## config.mk

```make
export PLATFORM = sky130hd
export DESIGN_NAME = fetch_pc_gen_flat
export DESIGN_NICKNAME = d
export VERILOG_FILES = /design/src/rtl/fetch_pc_gen_if.sv /design/src/rtl/fetch_pc_gen.sv /design/src/flat_wrapper.sv
export SDC_FILE = /design/constraint.sdc
export NUM_CORES = 1
export LEC_CHECK = 0
export BUFFER_PORTS_ARGS = -buffer_cell sky130_fd_sc_hd__buf_4
export CORE_MARGIN = 4
export CORE_UTILIZATION = 45
export CTS_CLUSTER_SIZE = 20
export DETAILED_ROUTE_END_ITERATION = 6
export HOLD_SLACK_MARGIN = 0.1
export PLACE_DENSITY = 0.79
export SLEW_MARGIN = 40
export SYNTH_ARGS = -nofsm -noshare
export SYNTH_HDL_FRONTEND = slang
export SYNTH_SLANG_ARGS = --single-unit
```

## constraint.sdc

```tcl
create_clock -name aclk -period 2.45 [get_ports aclk]
set_input_delay 0 -clock aclk [delete_from_list [all_inputs] [get_ports aclk]]
set_output_delay 0 -clock aclk [all_outputs]
set_load 0.02 [all_outputs]
```

## src/rtl/fetch_pc_gen_if.sv

```systemverilog
// Icache request channel between the fetch PC generator and the icache.
// Handshake: a request transfers in every cycle where icache_req_valid and
// icache_req_ready are both high at the rising clock edge. While valid is
// high and ready is low, icache_req_pc holds stable. Only a redirect may
// change it, and a redirect drops valid in that same cycle. icache_cancel
// is a one-cycle pulse that tells the icache to drop every outstanding
// response.
interface fetch_pc_gen_if;
  logic        icache_req_valid;
  logic        icache_req_ready;
  logic [31:0] icache_req_pc;
  logic        icache_cancel;

  modport master (
    output icache_req_valid,
    output icache_req_pc,
    output icache_cancel,
    input  icache_req_ready
  );

  modport slave (
    input  icache_req_valid,
    input  icache_req_pc,
    input  icache_cancel,
    output icache_req_ready
  );
endinterface

```

## src/rtl/fetch_pc_gen.sv

```systemverilog
// Fetch-address generator. It holds the fetch-group PC and picks the next
// PC by fixed priority (wb > ex > id > accepted advance > hold). It issues
// requests to the icache and supports a HALT state that only a writeback
// redirect can leave. It also keeps saturating branch statistics.
module fetch_pc_gen #(
  parameter logic [31:0] RESET_PC    = 32'h1C00_0000,
  parameter int          FETCH_WIDTH = 2,
  parameter int          CNT_W       = 32
) (
  input  logic                aclk,
  input  logic                areset,
  input  logic                wb_redirect_valid,
  input  logic [31:0]         wb_redirect_pc,
  input  logic                ex_redirect_valid,
  input  logic [31:0]         ex_redirect_pc,
  input  logic                id_redirect_valid,
  input  logic [31:0]         id_redirect_pc,
  input  logic                bp_taken,
  input  logic [31:0]         bp_target,
  input  logic                stall_in,
  input  logic                halt_in,
  fetch_pc_gen_if.master      icache,
  output logic [31:0]         fetch_pc,
  input  logic                br_resolved,
  input  logic                br_mispredict,
  input  logic                stats_clear,
  output logic [CNT_W-1:0]    branch_count,
  output logic [CNT_W-1:0]    hit_count,
  output logic [1:0]          dbg_state_o
);

  localparam logic [31:0] GROUP_BYTES = 32'(FETCH_WIDTH * 4);
  localparam logic [31:0] GROUP_MASK  = GROUP_BYTES - 32'd1;

  typedef enum logic [1:0] {
    BOOT  = 2'd0,
    FETCH = 2'd1,
    HALT  = 2'd2
  } state_t;

  state_t           state_q;
  logic [31:0]      fetch_pc_q, fetch_pc_d;
  logic [CNT_W-1:0] branch_cnt_q, hit_cnt_q;

  logic ex_take, id_take, any_redirect, req_valid, handshake;
  logic [31:0] seq_pc;

  // In HALT only writeback may redirect; ex/id corrections refer to
  // instructions that no longer matter.
  always_comb begin
    ex_take      = ex_redirect_valid && (state_q != HALT);
    id_take      = id_redirect_valid && (state_q != HALT);
    any_redirect = wb_redirect_valid || ex_take || id_take;
    req_valid    = (state_q == FETCH) && !stall_in && !any_redirect;
    handshake    = req_valid && icache.icache_req_ready;
    // Sequential advance realigns to the group boundary; wraps mod 2^32.
    seq_pc       = (fetch_pc_q & ~GROUP_MASK) + GROUP_BYTES;
  end

  // Next-PC selection by fixed priority.
  always_comb begin
    fetch_pc_d = fetch_pc_q;
    if (wb_redirect_valid)  fetch_pc_d = wb_redirect_pc;
    else if (ex_take)       fetch_pc_d = ex_redirect_pc;
    else if (id_take)       fetch_pc_d = id_redirect_pc;
    else if (handshake)     fetch_pc_d = bp_taken ? bp_target : seq_pc;
  end

  // Control FSM and the fetch PC register.
  always_ff @(posedge aclk or posedge areset) begin
    if (areset) begin
      state_q    <= BOOT;
      fetch_pc_q <= RESET_PC;
    end else begin
      fetch_pc_q <= fetch_pc_d;
      case (state_q)
        BOOT:    state_q <= FETCH;
        FETCH:   if (halt_in && !wb_redirect_valid) state_q <= HALT;
        HALT:    if (wb_redirect_valid) state_q <= FETCH;
        default: state_q <= BOOT;
      endcase
    end
  end

  // Saturating branch statistics; clear takes precedence over counting.
  always_ff @(posedge aclk or posedge areset) begin
    if (areset) begin
      branch_cnt_q <= '0;
      hit_cnt_q    <= '0;
    end else if (stats_clear) begin
      branch_cnt_q <= '0;
      hit_cnt_q    <= '0;
    end else if (br_resolved) begin
      if (branch_cnt_q != '1) branch_cnt_q <= branch_cnt_q + 1'b1;
      if (!br_mispredict && (hit_cnt_q != '1)) hit_cnt_q <= hit_cnt_q + 1'b1;
    end
  end

  assign icache.icache_req_valid = req_valid;
  assign icache.icache_req_pc    = fetch_pc_q;
  assign icache.icache_cancel    = any_redirect;
  assign fetch_pc                = fetch_pc_q;
  assign branch_count            = branch_cnt_q;
  assign hit_count               = hit_cnt_q;
  assign dbg_state_o             = state_q;

endmodule

```

## src/flat_wrapper.sv

```systemverilog
// flat-port wrapper written by rule: the top's interface ports become plain ports
module fetch_pc_gen_flat 
#(
  parameter logic [31:0] RESET_PC    = 32'h1C00_0000,
  parameter int          FETCH_WIDTH = 2,
  parameter int          CNT_W       = 32
)
  (aclk, areset, wb_redirect_valid, wb_redirect_pc, ex_redirect_valid, ex_redirect_pc, id_redirect_valid, id_redirect_pc, bp_taken, bp_target, stall_in, halt_in, fetch_pc, br_resolved, br_mispredict, stats_clear, branch_count, hit_count, dbg_state_o, icache_icache_req_valid, icache_icache_req_pc, icache_icache_cancel, icache_icache_req_ready);
  fetch_pc_gen_if icache_i ();
  input  logic aclk;
  input  logic areset;
  input  logic wb_redirect_valid;
  input  logic [31:0] wb_redirect_pc;
  input  logic ex_redirect_valid;
  input  logic [31:0] ex_redirect_pc;
  input  logic id_redirect_valid;
  input  logic [31:0] id_redirect_pc;
  input  logic bp_taken;
  input  logic [31:0] bp_target;
  input  logic stall_in;
  input  logic halt_in;
  output logic [31:0] fetch_pc;
  input  logic br_resolved;
  input  logic br_mispredict;
  input  logic stats_clear;
  output logic [CNT_W-1:0] branch_count;
  output logic [CNT_W-1:0] hit_count;
  output logic [1:0] dbg_state_o;
  output wire logic [$bits(icache_i.icache_req_valid)-1:0] icache_icache_req_valid;
  output wire logic [$bits(icache_i.icache_req_pc)-1:0] icache_icache_req_pc;
  output wire logic [$bits(icache_i.icache_cancel)-1:0] icache_icache_cancel;
  input wire logic [$bits(icache_i.icache_req_ready)-1:0] icache_icache_req_ready;
  assign icache_icache_req_valid = icache_i.icache_req_valid;
  assign icache_icache_req_pc = icache_i.icache_req_pc;
  assign icache_icache_cancel = icache_i.icache_cancel;
  assign icache_i.icache_req_ready = icache_icache_req_ready;
  fetch_pc_gen #(.RESET_PC(RESET_PC), .FETCH_WIDTH(FETCH_WIDTH), .CNT_W(CNT_W)) u_core (.aclk(aclk), .areset(areset), .wb_redirect_valid(wb_redirect_valid), .wb_redirect_pc(wb_redirect_pc), .ex_redirect_valid(ex_redirect_valid), .ex_redirect_pc(ex_redirect_pc), .id_redirect_valid(id_redirect_valid), .id_redirect_pc(id_redirect_pc), .bp_taken(bp_taken), .bp_target(bp_target), .stall_in(stall_in), .halt_in(halt_in), .icache(icache_i), .fetch_pc(fetch_pc), .br_resolved(br_resolved), .br_mispredict(br_mispredict), .stats_clear(stats_clear), .branch_count(branch_count), .hit_count(hit_count), .dbg_state_o(dbg_state_o));
endmodule
```

### After elaboration in Yosys (flattened, before gate mapping)

Cells that the tools add are included.

| operators by class | value |
|---|---|
| reductions and logical operators | 21 |
| multiply operators | 0 |
| shift-type cells | 0 |
| bitwise logic cells | 0 |
| divide/modulo/power cells | 0 |
| magnitude comparators | 0 |
| multiplexer cells | 14 |
| equal/unequal tests | 7 |
| add/sub/neg operators | 3 |

Operators with widths:

| cell | number |
|---|---|
| 32-bit 2-to-1 mux | 11 |
| 32-bit by 1-bit adder with 32-bit output (second input constant) | 2 |
| 32-bit != test (second input constant) | 2 |
| 32-bit by 4-bit adder with 32-bit output (second input constant) | 1 |
| 1-bit logical AND | 7 |
| 2-bit != test (second input constant) | 3 |
| 2-bit one-hot mux with 3 select lines | 1 |
| 2-bit AND reduction | 3 |
| 2-bit nonzero test | 3 |
| 1-bit logical NOT | 4 |
| 2-bit 2-to-1 mux | 2 |
| 4-bit nonzero test | 1 |
| 2-bit by 1-bit equality test with 1-bit output (second input constant) | 1 |
| 2-bit equality test (second input constant) | 1 |
| 2-bit logical NOT | 1 |
| 1-bit logical OR | 2 |

| word-level totals | value |
|---|---|
| memory bits (writable) | 0 |
| memories | 0 |
| latch bits | 0 |
| bits in read-only memories | 0 |
| flip-flop bits (word level) | 98 |
| input port bits | 140 |

### Logic depth before layout (Yosys ltp)

Gate-level depths: netlist of the first run.

| logic depth | value |
|---|---|
| depth in word-level cells | 11 |
| depth in mapped cells | 8 |
| mapped depth without buffers | 6 |

### Least setup slack after synthesis of the first run

No wires, ideal clock.

| path | value |
|---|---|
| path kind | reg2reg |
| from | reg u_core.branch_cnt_q[0], in the netlist u_core.branch_count[0] |
| to | reg u_core.branch_cnt_q[30], in the netlist u_core.branch_count[30] |
| stages on the path, launching flop included | 8 |
| arrival | 2.284 ns |
| path slack | 0.088 ns |
| cell sequence | dfrtp_1 ha_1 nand4_1 or2_2 or4b_1 buf_2 or4_1 a21oi_1 |

| on the way | value |
|---|---|
| cells in the longest elaborated chain, start to end | 4 |

RTL lines:

| item | line | text |
|---|---|---|
| from (decl) | fetch_pc_gen.sv:43 | `logic [CNT_W-1:0] branch_cnt_q, hit_cnt_q;` |
| from (signal assigned) | fetch_pc_gen.sv:94 | `if (branch_cnt_q != '1) branch_cnt_q <= branch_cnt_q + 1'b1;` |
| 32-bit by 1-bit adder with 32-bit output | fetch_pc_gen.sv:94 |  |
| 32-bit 2-to-1 mux | fetch_pc_gen.sv:94 |  |
| 32-bit 2-to-1 mux | fetch_pc_gen.sv:93 | `end else if (br_resolved) begin` |
| 32-bit 2-to-1 mux | fetch_pc_gen.sv:90 | `end else if (stats_clear) begin` |

Several ways; a longest one is shown, not always the timed one. The select of a mux whose other input is x is not followed.
A chain may end at the register's enable or synchronous reset.

### Worst setup path after layout of the first run

| path | value |
|---|---|
| from | reg u_core.state_q[0], in the netlist u_core.dbg_state_o[0] |
| to | reg u_core.fetch_pc_q[18], in the netlist u_core.fetch_pc[18] |

| on the way | value |
|---|---|
| cells in the longest elaborated chain, start to end | 8 |

RTL lines:

| item | line | text |
|---|---|---|
| from (decl) | fetch_pc_gen.sv:41 | `state_t state_q;` |
| from (signal assigned) | fetch_pc_gen.sv:72 | `state_q <= BOOT;` |
| from (signal assigned) | fetch_pc_gen.sv:77 | `BOOT: state_q <= FETCH;` |
| from (signal assigned) | fetch_pc_gen.sv:78 | `FETCH: if (halt_in && !wb_redirect_valid) state_q <= HALT;` |
| 2-bit != test | fetch_pc_gen.sv:51, fetch_pc_gen.sv:52 |  |
| 1-bit logical AND | fetch_pc_gen.sv:51 | `ex_take = ex_redirect_valid && (state_q != HALT);` |
| 1-bit logical OR (2 in a row) | fetch_pc_gen.sv:53 | `any_redirect = wb_redirect_valid \|\| ex_take \|\| id_take;` |
| 1-bit logical NOT | fetch_pc_gen.sv:54 | `req_valid = (state_q == FETCH) && !stall_in && !any_redirect;` |
| 1-bit logical AND | fetch_pc_gen.sv:54 |  |
| 1-bit logical AND | fetch_pc_gen.sv:55 | `handshake = req_valid && icache.icache_req_ready;` |
| 4-bit nonzero test (no line) | - |  |
| to (signal assigned) | fetch_pc_gen.sv:75 | `fetch_pc_q <= fetch_pc_d;` |
| to (decl) | fetch_pc_gen.sv:42 | `logic [31:0] fetch_pc_q, fetch_pc_d;` |

Several ways; a longest one is shown, not always the timed one.

==> impl_metrics.csv, run 1 <==
group,metric,value,unit
clock_network,path_clk_slew,80,ps
yosys,synthCells,845,
die,die_y,133.0,um
yosys,synthMostInstantiatedCell,"dfrtp_1",
die,start_util,0.4608,
placement,place.gp.congestion,0.9366,
sta,fmax,423.8,MHz
routing,drc_errors,0,
power,p_leak,4.569,nW
die,dieArea,17690,sq um
run_status,outcome,"complete, no violations",
sta,hold_viol,0,
sta,fin_crit_sh,0.9632,
yosys,netlist_top_cells_area,"dfrtp_1 (34%), a21oi_1 (4.5%), nor2_1 (4.2%), buf_4 (3.5%), o21ai_0 (3.3%)",
placement,dp_slack,103.9,ps
routing,drt_first_pass_iters,5,
cells_and_area,fin_area,10540,sq um
setup_path,r2r_cells,6,
sta,timing.hold.ws,112.1,ps
routing,route.vias.total,8582,
sta,finalCriticalPeriod,2360,ps
setup_path,regToRegSetupSlack,90,ps
yosys,synthArstFlopShare,1.000,
yosys,ys_seq_elements,98,
yosys,synthesis.area,7032,sq um
clock_network,cts_sinks,98,
sta,setup_viol,0,
yosys,synth_edf_count,0,
setup_path,path_max_fanout,10,
die,die_w,133.0,um
clock_network,htreeDepth,3,
setup_path,cp_data_required_time,2690,ps
min_path,min-delay-start,"bp_target[26]",
global_route,grt_pass1_wl,44060,um
setup_path,arrival,2600,ps
placement,place_area,9376,sq um
placement,port-buffer-count,271,
min_path,min_path_cells,4,
die,num_rows,45,
clock_network,insertion_delay,350,ps
sta,fin_ws,90.12,ps
routing,first_iter_violations,785,
cells_and_area,areaGrowthSynthToFinish,49.95,%
sta,tns,0,ps
setup_path,r2r_start,"u_core.dbg_state_o[0]",
placement,dp.final_hpwl,20690,um
yosys,syn_area_per_cell,8.322,sq um
clock_network,root_buffer,"clkbuf_16",
routing,totalWireLength,28400,um
global_route,grt_antenna_before_repair,1,
yosys,synth_common_cells,"dfrtp_1 (95), nor2_1 (78), a21oi_1 (63)",
setup_path,crit_path_end_kind,"register",
global_route,grt_max_degree,58,
die,fp.coreArea,15260,sq um
die,num_io_pins,272,
flow_run,drv_cap,0,
cells_and_area,fin_cells,1411,
power,powerDensity,461.0,nW/um^2
routing,wl_per_cell,20.13,um
yosys,synth.distinct_cells,85,
cells_and_area,drive_gt1_frac,0.3219,
sta,fin_worst_skew,10.85,ps
global_route,first_global_vias,8396,
setup_path,crit_type,"register to register",
sta,maxSlewHeadroom,0.5011,
yosys,yosysSeqAreaShare,0.3493,
yosys,syn-num-nets,988,
clock_network,cts_tree,"yes",
power,ir_drop,318.1,uV
setup_path,reg2reg_to,"u_core.fetch_pc[18]",
clock_network,clockBufferDepth,2,
min_path,hp-class,"primary input to register",
global_route,grt_util_all_layers,0.3090,
yosys,ys.flop_type,"dfrtp_1",
placement,dp.cells,1307,
cells_and_area,final_nets,1334,
min_path,whs_endpoint,"u_core.fetch_pc[26]",
sta,drv_slew,0,
clock_network,cts_buffers,9,
setup_path,worstSetupStartpointType,"register",
routing,viasPerCell,6.082,
yosys,yosysTopAreaCell,"dfrtp_1",
power,power,4.861,mW
sta,worstMarginPinSlew,729.5,ps
global_route,overflow,0,
yosys,yosys_warnings,0,
yosys,synth_top_cell_area_share,0.3381,
routing,ant_nets,0,
cells_and_area,post-route-util,0.6910,
[power breakdown]
group          switching [mW]  total (mW)  internal [mW]
Clock                   0.684        1.47          0.784
Combinational           0.823        1.55          0.724
Sequential              0.139        1.85           1.71
[routing by layer]
metal	routed length, um	vias to the layer above	track usage	share of wire
li1	-	3901	-	-
met5	0	-	0	0
met3	2590	93	0.05779	0.091
met1	10820	4052	0.3778	0.38
met2	13670	536	0.5200	0.48
met4	1322	0	0.1570	0.047
[state kept, by name (all words and copies together) (netlist names)]
signal               cells
u_core.branch_count     32
u_core.fetch_pc         32
u_core.hit_count        32
u_core.dbg_state_o       2
[worst max-delay path, stage by stage, from the launching register on]
cell	delay (ps)
dfrtp_1	450
nand2b_2	280
and2_1	310
a221o_1	420
a21oi_1	140
o32ai_1	90
dlygate4sd3_1	560
[kinds of logic (layout without fill, tap and decap cells)]
kind of cell / after synthesis / after routing / synth area share
and+or+nand+nor: 350 / 350 / 0.2648
AOI/OAI and AO/OA: 252 / 252 / 0.2495
buffers and inverters: 99 / 450 / 0.07473
DFF: 98 / 98 / 0.3493
xor gates and xnor gates: 32 / 32 / 0.03986
muxes: 11 / 11 / 0.01655
adders and majority gates: 3 / 3 / 0.005339
other: 0 / 4 / 0
[what timing repair did]
item | 4_1_cts | 5_1_grt
gates resized for setup | 0 | 5
endpoints found under the hold margin | 121 | 0
setup endpoints to repair | 0 | 4
hold buffers | 84 | 0
setup buffers | 0 | 0
[how the worst max path moves through the flow]
stage | from | to | cells past startpoint
detailed placement | u_core.branch_count[0] | u_core.branch_count[30] | 6
global route | u_core.dbg_state_o[0] | u_core.fetch_pc[15] | 7
floorplan | u_core.branch_count[0] | u_core.branch_count[30] | 7
CTS | u_core.fetch_pc[5] | u_core.fetch_pc[18] | 7
global placement | u_core.branch_count[0] | u_core.branch_count[30] | 6
finish | u_core.dbg_state_o[0] | u_core.fetch_pc[18] | 6
[final cells by class]
type                            count  area (sq um)
Antenna cell                        4         10.01
Clock buffer                       12         266.5
Clock inverter                      4         33.78
Fill cell                        1192          4715
Inverter                           17         67.56
Multi-Input combinational cell    648          4071
Sequential cell                    98          2457
Tap cell                          211         264.0
Timing Repair Buffer              417          3373
[cells in the final DEF (no fill, tap or decap), types with 7 or more instances in the layout]
| master | n |
|---|---|
| o211ai_1 | 8 |
| xnor2_1 | 21 |
| or4_1 | 12 |
| a2111oi_0 | 10 |
| nor2_1 | 77 |
| a211oi_1 | 13 |
| clkbuf_16 | 9 |
| nand3_1 | 39 |
| a21oi_1 | 63 |
| xor2_1 | 11 |
| nor3_1 | 23 |
| dfrtp_1 | 94 |
| o21ai_0 | 47 |
| nor2b_1 | 7 |
| o2111ai_1 | 7 |
| nand4_1 | 29 |
| buf_4 | 331 |
| inv_1 | 15 |
| dlygate4sd3_1 | 84 |
| nor4_1 | 11 |
| a311oi_1 | 7 |
| or3_1 | 30 |
| and3_1 | 21 |
| o31ai_1 | 15 |
| nand2_1 | 57 |
(Power assumes the default switching activity.)
==> run 2, diff against run 1 <==
--- a/config.mk
+++ b/config.mk
@@ -5,13 +5,14 @@
 export SDC_FILE = /design/constraint.sdc
 export NUM_CORES = 1
 export LEC_CHECK = 0
+export ABC_AREA = 1
 export BUFFER_PORTS_ARGS = -buffer_cell sky130_fd_sc_hd__buf_4
 export CORE_MARGIN = 4
-export CORE_UTILIZATION = 45
+export CORE_UTILIZATION = 47
 export CTS_CLUSTER_SIZE = 20
 export DETAILED_ROUTE_END_ITERATION = 6
 export HOLD_SLACK_MARGIN = 0.1
-export PLACE_DENSITY = 0.79
+export PLACE_DENSITY = 0.8
 export SLEW_MARGIN = 40
 export SYNTH_ARGS = -nofsm -noshare
 export SYNTH_HDL_FRONTEND = slang
==> impl_metrics.csv, run 2 <==
group,metric,value,unit
power,p_leak,5.528,nW
setup_path,path_cells,"inv_1 -> nand2_1 -> nand2_1 -> buf_6 -> clkinvlp_2 -> nand2_1 -> nand2_1 -> o21ai_0 -> dlygate4sd3_1 -> nand2_1",
sta,setup_viol,0,
yosys,synthCells,1316,
global_route,first_global_vias,9510,
cells_and_area,drive_gt1_frac,0.2217,
clock_network,insertion_delay,360,ps
run_status,outcome,"complete, no violations",
sta,worstMarginPinSlew,570.3,ps
power,ir_drop,438.9,uV
die,start_util,0.4823,
setup_path,cp_common_cell,"nand2_1",
setup_path,r2r_cells,10,
min_path,hp-class,"primary input to register",
routing,route.vias.total,9898,
min_path,min-delay-start,"bp_target[18]",
global_route,overflow,0,
setup_path,worstSetupStartpointType,"register",
setup_path,cp_slowest_stage_delay,560,ps
routing,drc_errors,0,
global_route,grt_util_all_layers,0.3056,
setup_path,arrival,2610,ps
sta,fin_worst_skew,10.45,ps
clock_network,cts_tree,"yes",
setup_path,crit_type,"register to register",
cells_and_area,fin_area,11400,sq um
setup_path,cp_data_required_time,2700,ps
routing,first_iter_violations,791,
setup_path,reg2reg_to,"u_core.fetch_pc[14]",
routing,ant_nets,0,
min_path,whs_endpoint,"u_core.fetch_pc[18]",
cells_and_area,antennaDiodeCount,0,
die,dieArea,19230,sq um
die,num_io_pins,272,
yosys,synth_top_cell_area_share,0.2962,
routing,wl_per_cell,16.32,um
clock_network,root_buffer,"clkbuf_16",
cells_and_area,final_common_cell,"nand2_1",
die,die_y,138.7,um
yosys,syn-num-nets,1459,
cells_and_area,final_cell_mix,"nand2_1 (463), buf_4 (291), nor2_1 (182)",
global_route,grt_antenna_before_repair,0,
yosys,ys.flop_type,"dfrtp_1",
die,num_rows,47,
flow_run,drv_cap,0,
min_path,min_path_cells,7,
yosys,synthesis.area,8026,sq um
yosys,synthMostInstantiatedCell,"nand2_1",
die,fp.coreArea,16640,sq um
yosys,yosys_warnings,0,
yosys,synthArstFlopShare,1.000,
sta,maxSlewHeadroom,0.6198,
yosys,ys_seq_elements,98,
yosys,synth.distinct_cells,39,
sta,drv_slew,0,
clock_network,cts_sinks,98,
setup_path,crit_path_end_kind,"register",
clock_network,path_clk_slew,70,ps
yosys,netlist_top_cells_area,"dfrtp_1 (30%), nand2_1 (22%), nor2_1 (8.7%), nand3_1 (7.5%), o21ai_0 (5.1%)",
setup_path,worst_path_max_delay_cell,"dlygate4sd3_1",
sta,fmax,423.6,MHz
power,powerDensity,493.0,nW/um^2
placement,place.gp.congestion,0.9643,
setup_path,r2r_start,"u_core.dbg_state_o[0]",
yosys,syn_area_per_cell,6.099,sq um
die,die_w,138.7,um
sta,fin_crit_sh,0.9635,
clock_network,cts_buffers,9,
global_route,grt_pass1_wl,48870,um
cells_and_area,post-route-util,0.6851,
routing,totalWireLength,30380,um
sta,finalCriticalPeriod,2360,ps
yosys,synth_edf_count,0,
routing,viasPerCell,5.316,
placement,place_area,9992,sq um
placement,port-buffer-count,271,
cells_and_area,areaGrowthSynthToFinish,42.04,%
placement,dp.final_hpwl,21450,um
yosys,yosysTopAreaCell,"dfrtp_1",
yosys,synth_common_cells,"nand2_1 (465), nor2_1 (186), nand3_1 (121)",
routing,drt_first_pass_iters,5,
setup_path,regToRegSetupSlack,90,ps
global_route,grt_max_degree,69,
cells_and_area,final_nets,1780,
yosys,yosysSeqAreaShare,0.3060,
clock_network,htreeDepth,3,
clock_network,clockBufferDepth,2,
setup_path,path_max_fanout,18,
sta,hold_viol,0,
run 2: power breakdown:
part / internal (mW) / total, mW / switching (mW) / leakage (nW)
Sequential: 1.75 / 1.99 / 0.243 / 1.28
Clock: 0.917 / 1.62 / 0.705 / 0.163
Combinational: 0.858 / 2.00 / 1.15 / 4.09
run 2: kinds of logic after synthesis:
logic type	share of synthesized area
buffers and inverters	0.1115
adders and majority gates	0.004677
AOI/OAI and AO/OA	0.1019
and+or+nand+nor	0.4323
xor gates and xnor gates	0.04365
DFF	0.3060
run 2: final cells by class:
type	instances	area, sq um
Multi-Input combinational cell	1031	4705
Tap cell	220	275.3
Clock buffer	9	225.2
Sequential cell	98	2464
Inverter	103	399.1
Timing Repair Buffer	392	3217
Clock inverter	7	106.4
Timing Repair inverter	2	10.01
Fill cell	1465	5241
run 2: timing repair:
action | 4_1_cts | 5_1_grt
hold endpoints to repair | 132 | 0
buffers inserted | 0 | 5
endpoints found under the setup margin | 0 | 12
gates resized for setup | 0 | 20
hold buffers | 98 | 0
run 2: worst max path at each step:
stage                     slack, ps                   end                   from  depth (start not counted)
after floorplan                 530  u_core.hit_count[10]    u_core.hit_count[1]                         11
after global placement          310  u_core.hit_count[25]    u_core.hit_count[0]                         10
after detailed placement        210  u_core.hit_count[25]    u_core.hit_count[1]                         10
after CTS                        20    u_core.fetch_pc[0]  u_core.dbg_state_o[0]                          9
after global routing            -10    u_core.fetch_pc[7]     u_core.fetch_pc[4]                         11
final                            90   u_core.fetch_pc[14]  u_core.dbg_state_o[0]                         10
run 2: routing by layer:
metal | track usage | vias to the layer above | part of all wire
met5 | 0 | - | 0
met4 | 0.1117 | 0 | 0.037
met3 | 0.05517 | 95 | 0.076
met2 | 0.5010 | 455 | 0.46
met1 | 0.4061 | 4545 | 0.42
li1 | - | 4803 | -
run 2: stage by stage:
step           setup WS, ps  hold WS [ps]  TNS, ps  cells  power, mW
2_1_floorplan         532.8         88.67        0   1316      3.104
3_3_place_gp          313.8         144.0        0   1741      3.770
3_5_place_dp          206.2         150.4        0   1741      3.792
4_1_cts               22.55         100.3        0   1855      5.568
5_1_grt              -10.46         120.1   -16.19   1862      5.933
6_report              89.53         106.0        0   1862      5.620
run 2: worst max-delay path, delay by kind of cell (launching register included):
kind / cells / cell delay [ps]
buffers and inverters: 4 / 1150
flip-flops: 1 / 390
AND/OR/NAND/NOR: 5 / 540
AO/OA/AOI/OAI: 1 / 170
==> run 3, diff against run 2 <==
--- a/config.mk
+++ b/config.mk
@@ -7,6 +7,7 @@
 export LEC_CHECK = 0
 export ABC_AREA = 1
 export BUFFER_PORTS_ARGS = -buffer_cell sky130_fd_sc_hd__buf_4
+export CORE_ASPECT_RATIO = 0.5
 export CORE_MARGIN = 4
 export CORE_UTILIZATION = 47
 export CTS_CLUSTER_SIZE = 20
==> impl_metrics.csv, run 3 (synthesized netlist as in run 2, its figures left out) <==
group,metric,value,unit
die,die_w,192.8,um
global_route,overflow,0,
cells_and_area,final_common_cell,"nand2_1",
routing,viasPerCell,5.398,
setup_path,crit_path_end_kind,"register",
global_route,first_global_vias,9831,
routing,wl_per_cell,17.08,um
cells_and_area,drive_gt1_frac,0.2182,
placement,port-buffer-count,271,
routing,route.vias.total,10090,
setup_path,crit_type,"register to register",
routing,wl_met1,12440,um
routing,wl_met3,2572,um
setup_path,path_max_fanout,6,
min_path,min_path_cells,5,
setup_path,regToRegSetupSlack,100,ps
routing,totalWireLength,31930,um
cells_and_area,fin_area,11440,sq um
placement,dp.final_hpwl,21330,um
global_route,grt_util_all_layers,0.3152,
clock_network,cts_sinks,98,
placement,place_area,9998,sq um
power,p_comb_frac,0.363,
routing,drc_errors,0,
sta,timing.hold.ws,127.8,ps
power,swShare,0.3857,
sta,fin_ws,103.7,ps
setup_path,arrival,2600,ps
cells_and_area,final_cell_mix,"nand2_1 (462), buf_4 (284), nor2_1 (183)",
min_path,hp-class,"primary input to register",
clock_network,cts_buffers,9,
sta,finalCriticalPeriod,2346,ps
sta,fin_crit_sh,0.9577,
die,num_rows,33,
clock_network,path_clk_slew,80,ps
clock_network,root_buffer,"clkbuf_16",
routing,top_layer,"met4",
clock_network,htreeDepth,3,
power,switchingPower,2.158,mW
min_path,whs_endpoint,"u_core.hit_count[6]",
die,die_y,100.4,um
cells_and_area,areaGrowthSynthToFinish,42.54,%
power,power.internal,3.437,mW
die,start_util,0.4848,
placement,dp_slack,313.2,ps
placement,place.gp.congestion,0.9898,
run_status,outcome,"complete, no violations",
setup_path,cp_data_required_time,2700,ps
power,p_clk_frac,0.279,
sta,fmax,426.2,MHz
global_route,grt_max_degree,54,
sta,fin_worst_skew,8.908,ps
power,p_leak,5.538,nW
routing,first_iter_violations,859,
die,num_io_pins,272,
clock_network,cts_tree,"yes",
setup_path,r2r_cells,13,
sta,worstMarginPinSlew,578.3,ps
setup_path,r2r_start,"u_core.fetch_pc[4]",
power,powerDensity,489.0,nW/um^2
clock_network,insertion_delay,360,ps
setup_path,reg2reg_to,"u_core.fetch_pc[21]",
cells_and_area,final_nets,1779,
sta,setup_viol,0,
die,dieArea,19360,sq um
routing,drt_first_pass_iters,5,
min_path,min-delay-start,"br_resolved",
sta,maxSlewHeadroom,0.6145,
routing,wl_met2,15650,um
die,fp.coreArea,16560,sq um
power,pwr-share-seq,0.358,
global_route,grt_pass1_wl,49000,um
power,ir_drop,372.5,uV
flow_run,drv_cap,0,
sta,rsz0062_at_grt,"yes",
sta,drv_slew,0,
setup_path,worstSetupStartpointType,"register",
sta,hold_viol,0,
routing,ant_nets,0,
clock_network,clockBufferDepth,2,
global_route,grt_antenna_before_repair,0,
[run 3: metrics by stage]
stage	instances	total power [mW]	util	TNS, ps
2_1_floorplan	1316	3.104	-	0
3_3_place_gp	1746	3.759	0.6039	0
3_5_place_dp	1746	3.791	0.6039	0
4_1_cts	1865	5.519	0.6853	0
5_1_grt	1868	5.865	0.6908	-85.12
6_report	1869	5.595	0.6910	0
[run 3: critical path, stage by stage (launching register included)]
cell and delay [ps]:
dfrtp_2 420, ha_1 180, nand2_1 140, nor2_4 170
nand3_1 140, nor2_1 140, nand2_1 70, nand3_1 120
nand2_1 70, nand2_1 90, nand2_1 70, nand2_1 60
dlygate4sd3_1 540, nand2_1 50
[run 3: worst max path at each step]
stage	from	endpoint	slack [ps]	depth (start not counted)
after floorplan	u_core.hit_count[1]	u_core.hit_count[10]	530	11
after global placement	u_core.fetch_pc[3]	u_core.fetch_pc[23]	430	12
after detailed placement	u_core.hit_count[0]	u_core.hit_count[25]	310	10
after CTS	u_core.dbg_state_o[0]	u_core.fetch_pc[16]	30	11
after global routing	u_core.dbg_state_o[0]	u_core.fetch_pc[3]	-40	10
final	u_core.fetch_pc[4]	u_core.fetch_pc[21]	100	13
[run 3: cell type report]
class                           count  area [sq um]
Fill cell                        1404          5116
Multi-Input combinational cell   1031          4696
Timing Repair Buffer              392          3276
Sequential cell                    98          2464
Inverter                          103         396.6
Tap cell                          227         284.0
Clock buffer                        9         225.2
Clock inverter                      7         92.59
Timing Repair inverter              1         5.005
Antenna cell                        1         2.502
[run 3: layer usage]
layer,up-vias,GRT usage
met5,-,0
met1,4635,0.3674
met4,0,0.1413
met3,128,0.07019
li1,4788,-
met2,538,0.5589
[run 3: power by group through the flow]
stage | combinational, mW | clock (mW) | sequential, mW
finish | 2.03 | 1.56 | 2.00
global placement | 1.75 | 0 | 2.00
CTS | 1.94 | 1.60 | 1.98
global route | 2.19 | 1.66 | 2.02
detailed placement | 1.78 | 0 | 2.01
floorplan | 1.02 | 0 | 2.09
[run 3: timing repair]
action | 4_1_cts | 5_1_grt
resized for setup | 0 | 16
hold buffers | 103 | 0
hold endpoints to repair | 66 | 0
endpoints found under the setup margin | 0 | 8
buffers inserted | 0 | 0
